==> config.mk <==
export PLATFORM = sky130hd
export DESIGN_NAME = alu_share_ctrl
export DESIGN_NICKNAME = d
export VERILOG_FILES = /design/src/rtl/alu_pkg.sv /design/src/rtl/alu_rr_arbiter.sv /design/src/rtl/alu_share_ctrl.sv
export SDC_FILE = /design/constraint.sdc
export NUM_CORES = 1
export LEC_CHECK = 0
export BUFFER_PORTS_ARGS = -buffer_cell sky130_fd_sc_hd__buf_4
export CORE_MARGIN = 2
export CORE_UTILIZATION = 35
export CTS_CLUSTER_DIAMETER = 200
export DETAILED_ROUTE_END_ITERATION = 10
export PLACE_DENSITY = 0.69
export RECOVER_POWER = 50
export SYNTH_ARGS = -nofsm -noshare
export SYNTH_HDL_FRONTEND = slang
export SYNTH_SLANG_ARGS = --single-unit
==> constraint.sdc <==
create_clock -name clk -period 1.3 [get_ports clk]
set_input_delay 0.13 -clock clk [delete_from_list [all_inputs] [get_ports clk]]
set_output_delay 0.13 -clock clk [all_outputs]
set_load 0.05 [all_outputs]
==> src/rtl/alu_pkg.sv <==
// Shared definitions for the ALU sharing controller: ALU opcodes, FSM encoding, width helper.
// Optional build macro ALU_ARB_FIXED_PRIO_EN is consumed by alu_rr_arbiter and alu_share_ctrl.
package alu_pkg;

  localparam logic [2:0] ALU_OP_AND = 3'd0;
  localparam logic [2:0] ALU_OP_OR  = 3'd1;
  localparam logic [2:0] ALU_OP_XOR = 3'd2;
  localparam logic [2:0] ALU_OP_NOR = 3'd3;
  localparam logic [2:0] ALU_OP_ADD = 3'd4;
  localparam logic [2:0] ALU_OP_SUB = 3'd5;
  localparam logic [2:0] ALU_OP_SLT = 3'd6;
  localparam logic [2:0] ALU_OP_SLL = 3'd7;

  typedef enum logic [1:0] {
    ST_IDLE = 2'd0,
    ST_EXEC = 2'd1,
    ST_RESP = 2'd2
  } state_t;

  // Pointer/index width; never below 1 so NREQ=1 still gets a legal vector.
  function automatic int clog2_min1(input int n);
    int r;
    r = 0;
    for (int i = 0; i < 31; i++) begin
      if ((1 << i) < n) r = i + 1;
    end
    return (r < 1) ? 1 : r;
  endfunction

endpackage

==> src/rtl/alu_rr_arbiter.sv <==
// Round-robin arbiter: request vector plus start pointer -> one-hot grant and winner index.
// With ALU_ARB_FIXED_PRIO_EN defined the pointer is ignored and the lowest index wins.
module alu_rr_arbiter #(
  parameter int NREQ = 2,
  parameter int PW   = 1
) (
  input  logic [NREQ-1:0] req_i,
  input  logic [PW-1:0]   ptr_i,
  output logic [NREQ-1:0] gnt_o,
  output logic [PW-1:0]   idx_o,
  output logic            any_o
);

  int start;

`ifdef ALU_ARB_FIXED_PRIO_EN
  logic unused_ptr;
  assign unused_ptr = ^ptr_i;
  assign start      = 0;
`else
  assign start = int'(ptr_i);
`endif

  always_comb begin
    logic [PW-1:0] j;
    gnt_o = '0;
    idx_o = '0;
    any_o = 1'b0;
    j     = '0;
    // Search wraps from NREQ-1 back to 0; first asserted request wins.
    for (int k = 0; k < NREQ; k++) begin
      j = PW'((start + k) % NREQ);
      if (!any_o && req_i[j]) begin
        any_o    = 1'b1;
        gnt_o[j] = 1'b1;
        idx_o    = j;
      end
    end
  end

endmodule

==> src/rtl/alu_share_ctrl.sv <==
// Shares one external ALU between NREQ requesters: arbitrate, register operands, return F/ZF/OF.
// Build macro ALU_ARB_FIXED_PRIO_EN selects fixed lowest-index priority instead of round-robin.
module alu_share_ctrl
  import alu_pkg::*;
#(
  parameter int NREQ = 2,
  parameter int W    = 32
) (
  input  logic              clk,
  input  logic              rst,
  input  logic [NREQ-1:0]   req_valid,
  output logic [NREQ-1:0]   req_ready,
  input  logic [NREQ*W-1:0] req_a,
  input  logic [NREQ*W-1:0] req_b,
  input  logic [NREQ*3-1:0] req_op,
  output logic [NREQ-1:0]   rsp_valid,
  input  logic [NREQ-1:0]   rsp_ready,
  output logic [W-1:0]      rsp_f,
  output logic              rsp_zf,
  output logic              rsp_of,
  output logic [W-1:0]      alu_a,
  output logic [W-1:0]      alu_b,
  output logic [2:0]        alu_op,
  input  logic [W-1:0]      alu_f,
  input  logic              alu_zf,
  input  logic              alu_of,
  output logic [1:0]        dbg_state
);

  localparam int PW = clog2_min1(NREQ);

  // Handshakes: a transfer happens on a rising edge where valid and ready are both high;
  // req_ready is only offered in IDLE, rsp_valid only in RESP, so the two never coincide.

  state_t          state_q, state_d;
  logic [PW-1:0]   ptr_q, ptr_d, gnt_q, gnt_d;
  logic [W-1:0]    a_q, a_d, b_q, b_d, f_q, f_d;
  logic [2:0]      op_q, op_d;
  logic            zf_q, zf_d, of_q, of_d;
  logic [NREQ-1:0] arb_gnt;
  logic [PW-1:0]   arb_idx;
  logic            arb_any;

  alu_rr_arbiter #(.NREQ(NREQ), .PW(PW)) u_arb (
    .req_i (req_valid),
    .ptr_i (ptr_q),
    .gnt_o (arb_gnt),
    .idx_o (arb_idx),
    .any_o (arb_any)
  );

  always_ff @(posedge clk) begin
    if (rst) begin
      state_q <= ST_IDLE;
      ptr_q   <= '0;
      gnt_q   <= '0;
      a_q     <= '0;
      b_q     <= '0;
      op_q    <= '0;
      f_q     <= '0;
      zf_q    <= 1'b0;
      of_q    <= 1'b0;
    end else begin
      state_q <= state_d;
      ptr_q   <= ptr_d;
      gnt_q   <= gnt_d;
      a_q     <= a_d;
      b_q     <= b_d;
      op_q    <= op_d;
      f_q     <= f_d;
      zf_q    <= zf_d;
      of_q    <= of_d;
    end
  end

  always_comb begin
    state_d   = state_q;
    ptr_d     = ptr_q;
    gnt_d     = gnt_q;
    a_d       = a_q;
    b_d       = b_q;
    op_d      = op_q;
    f_d       = f_q;
    zf_d      = zf_q;
    of_d      = of_q;
    req_ready = '0;
    rsp_valid = '0;
    case (state_q)
      ST_IDLE: begin
        if (arb_any) begin
          req_ready = arb_gnt;
          gnt_d     = arb_idx;
          a_d       = req_a[int'(arb_idx)*W +: W];
          b_d       = req_b[int'(arb_idx)*W +: W];
          op_d      = req_op[int'(arb_idx)*3 +: 3];
          state_d   = ST_EXEC;
        end
      end
      ST_EXEC: begin
        f_d     = alu_f;
        zf_d    = alu_zf;
        of_d    = alu_of;
        state_d = ST_RESP;
      end
      ST_RESP: begin
        rsp_valid[gnt_q] = 1'b1;
        if (rsp_ready[gnt_q]) begin
          state_d = ST_IDLE;
`ifdef ALU_ARB_FIXED_PRIO_EN
          ptr_d = '0;
`else
          ptr_d = (gnt_q == PW'(NREQ - 1)) ? '0 : gnt_q + PW'(1);
`endif
        end
      end
      default: state_d = ST_IDLE;
    endcase
  end

  assign alu_a     = a_q;
  assign alu_b     = b_q;
  assign alu_op    = op_q;
  assign rsp_f     = f_q;
  assign rsp_zf    = zf_q;
  assign rsp_of    = of_q;
  assign dbg_state = state_q;

endmodule

==> flow_metrics.tcl <==
set metrics [dict create \
    outcome "complete, but fails checks" \
    violations "setup timing" \
    syn_area_per_cell_um2 8.23 \
    synth-main-ff-cell "dfxtp_1" \
    cts_hold_buf 0 \
    hold_viol_final 0 \
    setup.worst_path.end_class "output port" \
    grt_max_degree 59 \
    start_util 0.357 \
    final_net_count 1026 \
    total_power_w 0.0105 \
    area_delta_synth_final_pct 77.3 \
    yosys_warnings 0 \
    cp_max_fo 4 \
    finClkSkew_ps 8.81 \
    path_cells "or3b_4 > a21oi_4 > buf_6" \
    rsz0062_at_grt "yes" \
    layout_commonest_cell "buf_4" \
    final_cell_mix "buf_4 (225), dfxtp_1 (102), a21oi_1 (100), clkbuf_2 (70), nand2_1 (68)" \
    p_int_w 0.00653 \
    post-route-min-period_ps 1540 \
    p_comb_frac 0.392 \
    gp_congestion 0.863 \
    syn_inst 572 \
    cp.required_ps 1170 \
    holdPathStages 3 \
    fp.dieH_um 120 \
    placed_cell_area_mm2 0.00713 \
    r2r-start "ptr_q" \
    root_buffer "clkbuf_16" \
    track_usage 0.249 \
    diodes 0 \
    synth.distinct_cells 22 \
    worstHoldStart "alu_f[9]" \
    cts_buffers 9 \
    power_density_mw_per_mm2 1260 \
    fillers 1144 \
    routed_wl_mm 20.3 \
    drv_cap 0 \
    clockBufferDepth 2 \
    synth_edf_count 0 \
    max_stage_delay_ps 410 \
    finalCritPeriodShare 1.18 \
    ys_top_cells_by_area "dfxtp_1 (45%), a21oi_1 (11%), a311oi_1 (8.9%), nand3_1 (7.1%), o21ai_0 (7.1%)" \
    reg2reg_depth 7 \
    post_drt_wl_per_cell_um 19.6 \
    routed_via_density 5.64 \
    fmax_mhz 649 \
    hold_class "in2reg" \
    multi_input_area_mm2 0.00277 \
    clk_pin_slew_ps 70 \
    ys_seq_area_frac 0.447 \
    synth_seq_cells 105 \
    rows 42 \
    ant_nets 0 \
    crit_path_start_kind "flip-flop" \
    dpl.hpwl_mm 12.4 \
    grt_pass1_wl_mm 28.5 \
    die_x_um 120 \
    syn_area_mm2 0.00471 \
    critPathSlowestCell "or3b_4" \
    drc 0 \
    ioPinCount 281 \
    worstSkewPairLatency_ps 350 \
    syn_nets 746 \
    stdcell_area_mm2 0.00835 \
    arrival_ps 1410 \
    p_leak_nw 3.48 \
    hold-path-endpoint "rsp_f[9]" \
    cp.depth 3 \
    slew_violations 0 \
    ys_async_sr_fraction 0 \
    num_vias 5827 \
    crit_buf_inv 1 \
    synth.largest_area_cell "dfxtp_1" \
    crit_family "simple AND/OR/NAND/NOR gates" \
    cts_tree "built" \
    crit_type "reg2out" \
    portBuffers 280 \
    slew_headroom 0.568 \
    seqPwrFrac 0.359 \
    grt.overflow.total 0 \
    drt_first_iter_violations 459 \
    vdd_drop_max_mv 0.645 \
    drt-pass1-iter-count 5 \
    die_area_mm2 0.0144 \
    setup_slack_ps -240 \
    power.switching_w 0.00400 \
    r2r-end "alu_b[29]" \
    drive_gt1_frac 0.540 \
    r2r_slack_ps -140 \
    first_global_vias 5513 \
    yosys.area.top_type_share 0.447 \
    seqCellArea_mm2 0.00211 \
    core_area_mm2 0.0132 \
    clock_power_share 0.249 \
    switching_share 0.380 \
    worst_slew_pin_slew_ps 648 \
    clock_sinks 105 \
    setup_viol 71 \
    cts-htree-levels 3 \
    antenna_found_initial 0 \
]
## tightest hold or removal path: cells and delay by family
kind / cells / cell delay [ps]
AOI/OAI and AO/OA: 1 / 50
and+or+nand+nor: 1 / 40
buffers and inverters: 1 / 110
## worst max-delay path by stage
stage                         to  slack (ps)          from
floorplan           req_ready[0]         -80  dbg_state[1]
global placement       alu_op[1]         -80  req_valid[0]
detailed placement     alu_a[30]        -130  req_valid[0]
CTS                 req_ready[0]        -260  dbg_state[1]
global route        req_ready[0]        -270  dbg_state[1]
finish              req_ready[0]        -240  dbg_state[1]
## kinds of logic (layout without fill, tap and decap cells)
family,count (synthesis),count (layout),share of synthesized area
flops,105,105,0.447
buf+inv,75,360,0.0699
compound gates,240,240,0.336
simple gates,151,151,0.146
mux,1,1,0.00213
## Yosys cell counts, types with 2 or more instances
| cell | n |
|---|---|
| a311oi_2 | 19 |
| and3_1 | 2 |
| o21ai_0 | 67 |
| buf_2 | 14 |
| and2_1 | 2 |
| buf_6 | 4 |
| nand3_1 | 67 |
| nand2_1 | 68 |
| nor2b_1 | 5 |
| clkbuf_1 | 55 |
| nor2_1 | 3 |
| a311oi_1 | 48 |
| dfxtp_1 | 105 |
| a21oi_1 | 104 |
| nand2b_1 | 2 |
## final cells by class
class | count | share of cell area
Inverter | 2 | 0.000900
Tap cell | 176 | 0.0264
Clock buffer | 11 | 0.0303
Multi-Input combinational cell | 392 | 0.331
Sequential cell | 105 | 0.253
Clock inverter | 5 | 0.00345
Timing Repair Buffer | 342 | 0.354
## registers in the layout (all words and copies together) (netlist names)
name and flops:
alu_a 32, alu_b 32, alu_op 3, dbg_state 2
gnt_q 1, ptr_q 1, rsp_f 32, rsp_of 1
rsp_zf 1
## metal layers
metal | vias up | part of all wire | wire, um | GRT usage
li1 | 2693 | - | - | -
met1 | 2771 | 0.38 | 7760 | 0.295
met2 | 317 | 0.50 | 10200 | 0.428
met3 | 46 | 0.081 | 1640 | 0.0632
met4 | 0 | 0.032 | 653 | 0.100
met5 | - | 0 | 0 | 0
## power by group through the flow
stage          clock [W]  combinational, W  sequential, W
5_1_grt          0.00278           0.00432        0.00381
2_1_floorplan          0           0.00111        0.00495
3_5_place_dp           0           0.00359        0.00385
4_1_cts          0.00265           0.00382        0.00378
6_report         0.00262           0.00413        0.00378
3_3_place_gp           0           0.00353        0.00383
## stage by stage
step	hold WS, ps	worst slack (ps)	TNS [ps]	util	instances
after floorplan	266	-75.1	-965	-	572
after global placement	378	-76.6	-2610	0.541	983
after detailed placement	389	-133	-5640	0.541	983
after CTS	17.6	-258	-5090	0.591	1015
after global routing	28.6	-274	-10090	0.633	1033
final	29.8	-240	-5290	0.633	1033
## repair_timing
| action | 4_1_cts | 5_1_grt |
|---|---|---|
| endpoints found under the setup margin | 24 | 73 |
| endpoints found under the hold margin | 0 | 0 |
| pin swaps | 16 | 55 |
| buffers inserted | 7 | 12 |
| gates cloned | 9 | 9 |
| gates resized for setup | 48 | 145 |
(Power assumes the default switching activity.)
